--- src/rtl/matmul_stream_tx_if.sv ---
// Host-side write port and MatMul-side load buses of matmul_stream_tx.
// Signal suffixes are from the transmitter's point of view.
interface matmul_stream_tx_if #(
  parameter int DW = 40
);
  logic          WR_EN_i;
  logic          WR_SEL_i;
  logic [3:0]    WR_ADDR_i;
  logic [DW-1:0] WR_DATA_i;
  logic          START_i;
  logic          BUSY_o;
  logic          DONE_o;
  logic          ERR_o;
  logic [DW-1:0] Weight_o;
  logic [DW-1:0] In_o;

  modport master (
    output WR_EN_i, WR_SEL_i, WR_ADDR_i, WR_DATA_i, START_i,
    input  BUSY_o, DONE_o, ERR_o, Weight_o, In_o
  );

  modport slave (
    input  WR_EN_i, WR_SEL_i, WR_ADDR_i, WR_DATA_i, START_i,
    output BUSY_o, DONE_o, ERR_o, Weight_o, In_o
  );
endinterface

--- src/rtl/matmul_stream_tx.sv ---
// Buffers N weight rows and T input columns, then replays them on the
// Weight/In buses with zero delimiters followed by a fixed idle drain window.
module matmul_stream_tx #(
  parameter int N     = 5,
  parameter int T     = 10,
  parameter int DW    = 40,
  parameter int DRAIN = T + 24
) (
  input  logic                CLK,
  input  logic                RST,
  matmul_stream_tx_if.slave   bus
);

  localparam int MAXNT = (N > T) ? N : T;
  localparam int MAXC  = (MAXNT > DRAIN) ? MAXNT : DRAIN;
  localparam int CW    = $clog2(MAXC + 1);
  localparam int AWN   = (N > 1) ? $clog2(N) : 1;
  localparam int AWT   = (T > 1) ? $clog2(T) : 1;

  typedef enum logic [5:0] {
    S_IDLE    = 6'b000001,
    S_SEND_W  = 6'b000010,
    S_DELIM_W = 6'b000100,
    S_SEND_I  = 6'b001000,
    S_DELIM_I = 6'b010000,
    S_DRAIN   = 6'b100000
  } state_t;

  state_t        state_q, state_d;
  logic [CW-1:0] cnt_q, cnt_d;

  logic [DW-1:0] wbuf_q [N];
  logic [DW-1:0] ibuf_q [T];
  logic [N-1:0]  wv_q;
  logic [T-1:0]  iv_q;

  logic [DW-1:0] weight_q, weight_d;
  logic [DW-1:0] in_q, in_d;
  logic          busy_q, busy_d;
  logic          done_q, done_d;
  logic          err_q, err_d;

  logic          all_valid;
  logic          wr_ok;
  logic          addr_in_range;

  assign all_valid     = (&wv_q) && (&iv_q);
  assign addr_in_range = bus.WR_SEL_i ? (32'(bus.WR_ADDR_i) < T)
                                      : (32'(bus.WR_ADDR_i) < N);
  assign wr_ok = (state_q == S_IDLE) && bus.WR_EN_i && !bus.START_i && addr_in_range;

  // Buffer data deliberately survives reset; only the valid flags are cleared.
  always_ff @(posedge CLK) begin
    if (!RST && wr_ok) begin
      if (bus.WR_SEL_i) ibuf_q[bus.WR_ADDR_i[AWT-1:0]] <= bus.WR_DATA_i;
      else              wbuf_q[bus.WR_ADDR_i[AWN-1:0]] <= bus.WR_DATA_i;
    end
  end

  always_ff @(posedge CLK) begin
    if (RST) begin
      wv_q <= '0;
      iv_q <= '0;
    end else if (wr_ok) begin
      if (bus.WR_SEL_i) iv_q[bus.WR_ADDR_i[AWT-1:0]] <= |bus.WR_DATA_i;
      else              wv_q[bus.WR_ADDR_i[AWN-1:0]] <= |bus.WR_DATA_i;
    end
  end

  always_ff @(posedge CLK) begin
    if (RST) begin
      state_q  <= S_IDLE;
      cnt_q    <= '0;
      weight_q <= '0;
      in_q     <= '0;
      busy_q   <= 1'b0;
      done_q   <= 1'b0;
      err_q    <= 1'b0;
    end else begin
      state_q  <= state_d;
      cnt_q    <= cnt_d;
      weight_q <= weight_d;
      in_q     <= in_d;
      busy_q   <= busy_d;
      done_q   <= done_d;
      err_q    <= err_d;
    end
  end

  always_comb begin
    state_d = state_q;
    cnt_d   = '0;
    unique case (state_q)
      S_IDLE:    if (bus.START_i && all_valid) state_d = S_SEND_W;
      S_SEND_W:  if (cnt_q == CW'(N - 1)) state_d = S_DELIM_W;
                 else cnt_d = cnt_q + CW'(1);
      S_DELIM_W: state_d = S_SEND_I;
      S_SEND_I:  if (cnt_q == CW'(T - 1)) state_d = S_DELIM_I;
                 else cnt_d = cnt_q + CW'(1);
      S_DELIM_I: state_d = S_DRAIN;
      S_DRAIN:   if (cnt_q == CW'(DRAIN - 1)) state_d = S_IDLE;
                 else cnt_d = cnt_q + CW'(1);
      default:   state_d = S_IDLE;
    endcase
  end

  // Outputs are derived from the next state so the registered buses line up
  // with the state they belong to.
  always_comb begin
    weight_d = '0;
    in_d     = '0;
    if (state_d == S_SEND_W) weight_d = wbuf_q[cnt_d[AWN-1:0]];
    if (state_d == S_SEND_I) in_d     = ibuf_q[cnt_d[AWT-1:0]];
    busy_d = (state_d != S_IDLE);
    done_d = (state_q == S_DRAIN) && (state_d == S_IDLE);
    err_d  = (state_q == S_IDLE) && bus.START_i && !all_valid;
  end

  assign bus.Weight_o = weight_q;
  assign bus.In_o     = in_q;
  assign bus.BUSY_o   = busy_q;
  assign bus.DONE_o   = done_q;
  assign bus.ERR_o    = err_q;

endmodule
--- src/flat_wrapper.sv ---
// flat-port wrapper written by rule: the top's interface ports become plain ports
module matmul_stream_tx_flat 
#(
  parameter int N     = 5,
  parameter int T     = 10,
  parameter int DW    = 40,
  parameter int DRAIN = T + 24
)
  (CLK, RST, bus_WR_EN_i, bus_WR_SEL_i, bus_WR_ADDR_i, bus_WR_DATA_i, bus_START_i, bus_BUSY_o, bus_DONE_o, bus_ERR_o, bus_Weight_o, bus_In_o);
  matmul_stream_tx_if #(.DW(DW)) bus_i ();
  input  logic CLK;
  input  logic RST;
  input wire logic [$bits(bus_i.WR_EN_i)-1:0] bus_WR_EN_i;
  input wire logic [$bits(bus_i.WR_SEL_i)-1:0] bus_WR_SEL_i;
  input wire logic [$bits(bus_i.WR_ADDR_i)-1:0] bus_WR_ADDR_i;
  input wire logic [$bits(bus_i.WR_DATA_i)-1:0] bus_WR_DATA_i;
  input wire logic [$bits(bus_i.START_i)-1:0] bus_START_i;
  output wire logic [$bits(bus_i.BUSY_o)-1:0] bus_BUSY_o;
  output wire logic [$bits(bus_i.DONE_o)-1:0] bus_DONE_o;
  output wire logic [$bits(bus_i.ERR_o)-1:0] bus_ERR_o;
  output wire logic [$bits(bus_i.Weight_o)-1:0] bus_Weight_o;
  output wire logic [$bits(bus_i.In_o)-1:0] bus_In_o;
  assign bus_i.WR_EN_i = bus_WR_EN_i;
  assign bus_i.WR_SEL_i = bus_WR_SEL_i;
  assign bus_i.WR_ADDR_i = bus_WR_ADDR_i;
  assign bus_i.WR_DATA_i = bus_WR_DATA_i;
  assign bus_i.START_i = bus_START_i;
  assign bus_BUSY_o = bus_i.BUSY_o;
  assign bus_DONE_o = bus_i.DONE_o;
  assign bus_ERR_o = bus_i.ERR_o;
  assign bus_Weight_o = bus_i.Weight_o;
  assign bus_In_o = bus_i.In_o;
  matmul_stream_tx #(.N(N), .T(T), .DW(DW), .DRAIN(DRAIN)) u_core (.CLK(CLK), .RST(RST), .bus(bus_i));
endmodule
--- config.mk ---
export PLATFORM = sky130hd
export DESIGN_NAME = matmul_stream_tx_flat
export DESIGN_NICKNAME = d
export VERILOG_FILES = /design/src/rtl/matmul_stream_tx_if.sv /design/src/rtl/matmul_stream_tx.sv /design/src/flat_wrapper.sv
export SDC_FILE = /design/constraint.sdc
export NUM_CORES = 1
export LEC_CHECK = 0
export ABC_AREA = 1
export CAP_MARGIN = 20
export CORE_MARGIN = 4
export CORE_UTILIZATION = 58
export DETAILED_ROUTE_END_ITERATION = 16
export GPL_TIMING_DRIVEN = 0
export MAX_ROUTING_LAYER = met4
export PLACE_DENSITY = 0.78
export SLEW_MARGIN = 20
export SYNTH_ARGS = -nofsm -noshare
export SYNTH_HDL_FRONTEND = slang
export SYNTH_SLANG_ARGS = --single-unit
export TNS_END_PERCENT = 1
--- constraint.sdc ---
create_clock -name CLK -period 13.2 [get_ports CLK]
set_clock_uncertainty 0.15 [all_clocks]
set_input_delay 2.64 -clock CLK [delete_from_list [all_inputs] [get_ports CLK]]
set_output_delay 2.64 -clock CLK [all_outputs]
set_load 0.01 [all_outputs]
==> results.ini, run 1 <==
[cts]
post_cts_buffers=0
numClockSinks=710
cts_tree=built
clk_latency_ps=620
h-tree-depth=3
cts_buffers=72
ctsHoldBuffers=0
cts_resized=0
root_buffer=clkbuf_16
cts_buffer_depth=3
clk_pin_slew_ps=60

[layout]
area_delta_synth_final_pct=18.0
nFillCells=3437
final_nets=3009
multi_input_area_um2=6550
seq_area_um2=20200
drive_above_1_share_pct=10.3

[sta]
slew_headroom_pct=24.4
slew_viol_final=0
post-route-min-period_ps=5730
tightest_slew_ps=1130
finalHoldViolCount=0
fin_setup_tns_ps=0
finalCritPeriodShare_pct=43.4
finalSetupViolations=0
fmax_ghz=0.175
rsz0062_at_grt=false

[yosys]
synth.top_cell.area_share_pct=62.1
yosysTopAreaCell=edfxtp_1
synth_common_cells=nand2_1 (651), edfxtp_1 (600), inv_1 (433)
synth_seq_cells=710
synthTopCellsByArea=edfxtp_1 (62%), nand2_1 (8.4%), dfxtp_1 (7.6%)
async_flop_share_pct=0
ys.flop_type=edfxtp_1
syn_area_per_cell_um2=10.8
yosys.cell_count.top_type=nand2_1
ys_seq_area_share_pct=69.6
syn_area_um2=29000
synth_nets=2748
ys_types=30
synth.yosys.warnings=0
synth-edff-count=600
syn-instance-count=2696

[drt]
drtIter0Drc=2845
drtAntennaViolNets=0
remaining_drc_errors=0
totalWireLength_mm=81.2
routedWlPerCell_um=22.1
vias=21311
firstDrtPassIters=5
viasPerCell=5.79

[worst_hold_path]
hold_path_depth=2
hold_class=reg -> reg

[placement]
dp.final_hpwl_mm=53.1
gp_congestion=0.908
portBuffers=130

[critical_path]
max_stage_delay_ps=580
crit_family=buffers and inverters
cp-end-kind=flop
ff2ff_path_depth=12
crit_buf_inv=7
path_depth=12
worstPathCellList=clkdlybuf4s50_1 -> inv_1 -> o21ai_1 -> nand4_1 -> nor2_1 -> nand2_1 -> buf_2 -> nor4_2 -> buf_2 -> buf_2 -> buf_2 -> buf_4
cpMostUsedCell=buf_2
cp_data_arrival_time_ps=5900
cp_slowest_cell=clkdlybuf4s50_1
crit_type=in -> reg
cp-start-kind=primary input
cp_max_fo=10
critPathRequiredTime_ps=13370

[grt]
antenna_found_initial=0
grt_use_total_pct=30.8
grt_pass1_wl_mm=121
grt_max_degree=22
grt_pass1_vias=21027
gr-total-overflow=0

[floorplan]
coreArea_um2=49300
ioPinCount=132
die_area_um2=53700
die_w_um=232
start_util_pct=58.9
rows=81
chipHeight_um=232

[status]
status=complete, no violations

[power]
finalPower_uw=4540
p_leak_uw=0.0136
p_per_area_nw_per_um2=133
vdd_drop_max_mv=0.0964

[run]
drv_cap=0

## placed cells by master, fill, tap and decap left out, types with 12 or more instances in the layout
cell,instances
nand4_1,129
buf_2,116
edfxtp_1,600
clkinv_1,12
inv_1,433
buf_4,27
nand2_1,651
clkbuf_1,57
nor2_1,112
clkdlybuf4s50_1,130
a21oi_1,82
clkbuf_16,80
nand3_1,297
dfxtp_1,110
o211ai_1,40
## routing by layer
layer / wire, µm / share of wire [%] / GRT usage [%] / vias up
met2: 38500 / 47 / 48.6 / 1376
met3: 9410 / 12 / 7.42 / 247
met5: 0 / 0 / - / -
met1: 29400 / 36 / 38.2 / 10163
li1: - / - / - / 9525
met4: 3910 / 4.8 / 14.3 / 0
## cell type report
cell class,instances,share of cell area [%]
clock inverters,35,0.789
plain buffers,153,2.10
clock buffers,98,6.21
well taps,664,2.42
flip-flops and latches,710,59.0
diodes,1,0.00730
multi-input cells,1394,19.1
inverters,439,4.81
repair buffers,187,5.54
## through the flow
stage,cells,hold WS [ps],setup slack [ps],area [µm²],utilization (%)
detailed placement,3547,290,6930,31900,64.7
global placement,3490,283,313,31200,63.3
CTS,3680,298,7580,34300,69.6
global route,3680,313,7250,34300,69.6
floorplan,2696,274,4990,29000,-
finish,3681,298,7470,34300,69.6
## registers in the layout (all words and copies together) (netlist names)
signal / count
u_core.iv_q: 10
u_core.bus.BUSY_o: 1
u_core.bus.Weight_o: 40
u_core.bus.In_o: 40
u_core.ibuf_q: 400
u_core.wv_q: 5
u_core.state_q: 6
u_core.wbuf_q: 200
u_core.bus.DONE_o: 1
u_core.bus.ERR_o: 1
u_core.cnt_q: 6
## power breakdown
group	internal (µW)	switching [µW]	total, µW
logic	16.3	44.7	61.0
registers	2430	0.815	2430
clock network	1190	856	2050
total	3640	902	4540
## worst min-delay path: stages, from the launching register on
cell     delay (ps)
dfxtp_1         310
inv_1            50
a21oi_1          50
## cell families (layout without fill, tap and decap cells)
| family | Yosys count | count (layout) | synth area share (%) |
|---|---|---|---|
| compound gates | 147 | 147 | 3.06 |
| xor+xnor | 3 | 3 | 0.0905 |
| fa+ha+maj | 3 | 3 | 0.129 |
| buf+inv | 592 | 912 | 8.15 |
| flops | 710 | 710 | 69.6 |
| other cells | 0 | 1 | 0 |
| simple gates | 1241 | 1241 | 18.9 |
## final timing paths
path / from / end / slack, ps
worst max register to register: u_core.state_q[3] / u_core.ibuf_q[6][18] / 9420
worst min-delay path: u_core.wv_q[2] / u_core.wv_q[2] / 300
worst min register to register: u_core.wv_q[2] / u_core.wv_q[2] / 300
worst max-delay path: bus_WR_SEL_i / u_core.ibuf_q[6][18] / 7470
Power figures use the tool's default switching activity.
==> inputs of run 2 (changes only) <==
CORE_UTILIZATION = 54   (was 58)
PLACE_DENSITY = 0.76   (was 0.78)
clock period = 4.9 ns   (was 13.2 ns; I/O delays follow)
==> results.ini, run 2 (same netlist as run 1, synthesis figures left out) <==
[drt]
totalWireLength_mm=81.6
viasPerCell=5.73
drtAntennaViolNets=0
vias=21236
firstDrtPassIters=6
drtIter0Drc=2975
remaining_drc_errors=0
routedWlPerCell_um=22.0

[status]
status=complete, no violations

[sta]
finalSetupViolations=0
finalCritPeriodShare_pct=85.3
fmax_ghz=0.239
finalHoldViolCount=0
slew_headroom_pct=24.5
post-route-min-period_ps=4180
rsz0062_at_grt=false
finalWorstSetupSlack_ps=718
slew_viol_final=0
holdWs_ps=296
tightest_slew_ps=1130

[floorplan]
start_util_pct=54.9
rows=84
coreArea_um2=52900
die_w_um=240
chipHeight_um=240
ioPinCount=132
die_area_um2=57500

[placement]
dpl_worst_slack_ps=91.0
portBuffers=130
dp.final_hpwl_mm=54.1
gp_congestion=0.921

[critical_path]
cp-end-kind=flop
cp_slowest_cell=nor4_2
max_stage_delay_ps=630
worstPathCellList=clkdlybuf4s50_1 -> inv_1 -> o21ai_1 -> nand4_1 -> nor2_1 -> nand2_1 -> buf_2 -> nor4_2 -> buf_2 -> buf_4 -> buf_2 -> buf_2 -> buf_2
crit_type=in -> reg
cpMostUsedCell=buf_2
cp-start-kind=primary input
cp_max_fo=10
cp_data_arrival_time_ps=4340
critPathRequiredTime_ps=5060

[power]
p_per_area_nw_per_um2=358
p_leak_uw=0.0137
vdd_drop_max_mv=0.261
finalPower_uw=12300

[grt]
grt_pass1_vias=20732
grt_pass1_wl_mm=122
grt_use_total_pct=29.0
grt_max_degree=23
antenna_found_initial=0
gr-total-overflow=0

[cts]
cts_buffers=72
clk_latency_ps=620
h-tree-depth=3
cts_tree=built
clk_pin_slew_ps=60
cts_buffer_depth=3
numClockSinks=710
post_cts_buffers=0
root_buffer=clkbuf_16
ctsHoldBuffers=0
cts_resized=0

[layout]
final_common_cell=nand2_1
final_util_pct=64.9
antenna_cells=0
final_nets=3013
nFillCells=3826
largest_reg_flops=400
drive_above_1_share_pct=10.4
layout_common_cells=nand2_1 (651), edfxtp_1 (600), inv_1 (433)
area_delta_synth_final_pct=18.2

[worst_hold_path]
hold_class=reg -> reg

[run]
drv_cap=0

-- run 2: cell count changes in the layout (fill, tap and decap cells not counted), sizes merged, moves of 2 or more --
cell	change
clkinv	-6
buf	+4
inv	+4
bufinv	+2
clkbuf	+2
clkinvlp	-2
-- run 2: path summary, 6_finish.rpt --
path	start	to	slack (ps)	cells past startpoint
worst min register to register	u_core.iv_q[8]	u_core.iv_q[8]	300	2
worst max-delay path	bus_WR_SEL_i	u_core.ibuf_q[7][9]	720	13
worst max register to register	u_core.state_q[4]	u_core.ibuf_q[7][9]	960	13
worst min-delay path	u_core.iv_q[8]	u_core.iv_q[8]	300	2
-- run 2: power by group --
group	total (µW)	switching [µW]	internal [µW]
Clock	5560	2310	3250
Sequential	6550	2.16	6550
Combinational	166	122	44.0
Total	12300	2440	9840
-- run 2: per-layer routing --
layer,global-route usage [%],vias up,wire [µm],part of all wire [%]
met5,-,-,0,0
met4,13.7,0,3960,4.8
met3,5.36,270,8990,11
met2,45.3,1375,38100,47
met1,37.2,10046,30600,38
li1,-,9545,-,-
-- run 2: layout make-up --
class,instances,area (µm²),area share (%)
multi-input combinational,1394,6560,19.1
clock buffer,100,2080,6.07
buffer,153,719,2.10
tap,688,861,2.51
clock inverter,33,299,0.871
sequential,710,20200,58.9
timing repair buffer,191,1930,5.63
inverter,439,1650,4.80
-- run 2: worst max-delay path: cells and delay by family --
family / cells / cell delay [ps]
AO/OA/AOI/OAI: 1 / 170
AND/OR/NAND/NOR: 4 / 1180
buffers and inverters: 8 / 2000
-- run 2: metrics by stage --
stage	cells	area [µm²]	setup TNS, ps
6_report	3708	34300	0
5_1_grt	3708	34300	0
4_1_cts	3708	34300	0
3_5_place_dp	3575	31900	0
3_3_place_gp	3514	31200	-1713600
2_1_floorplan	2696	29000	-305050
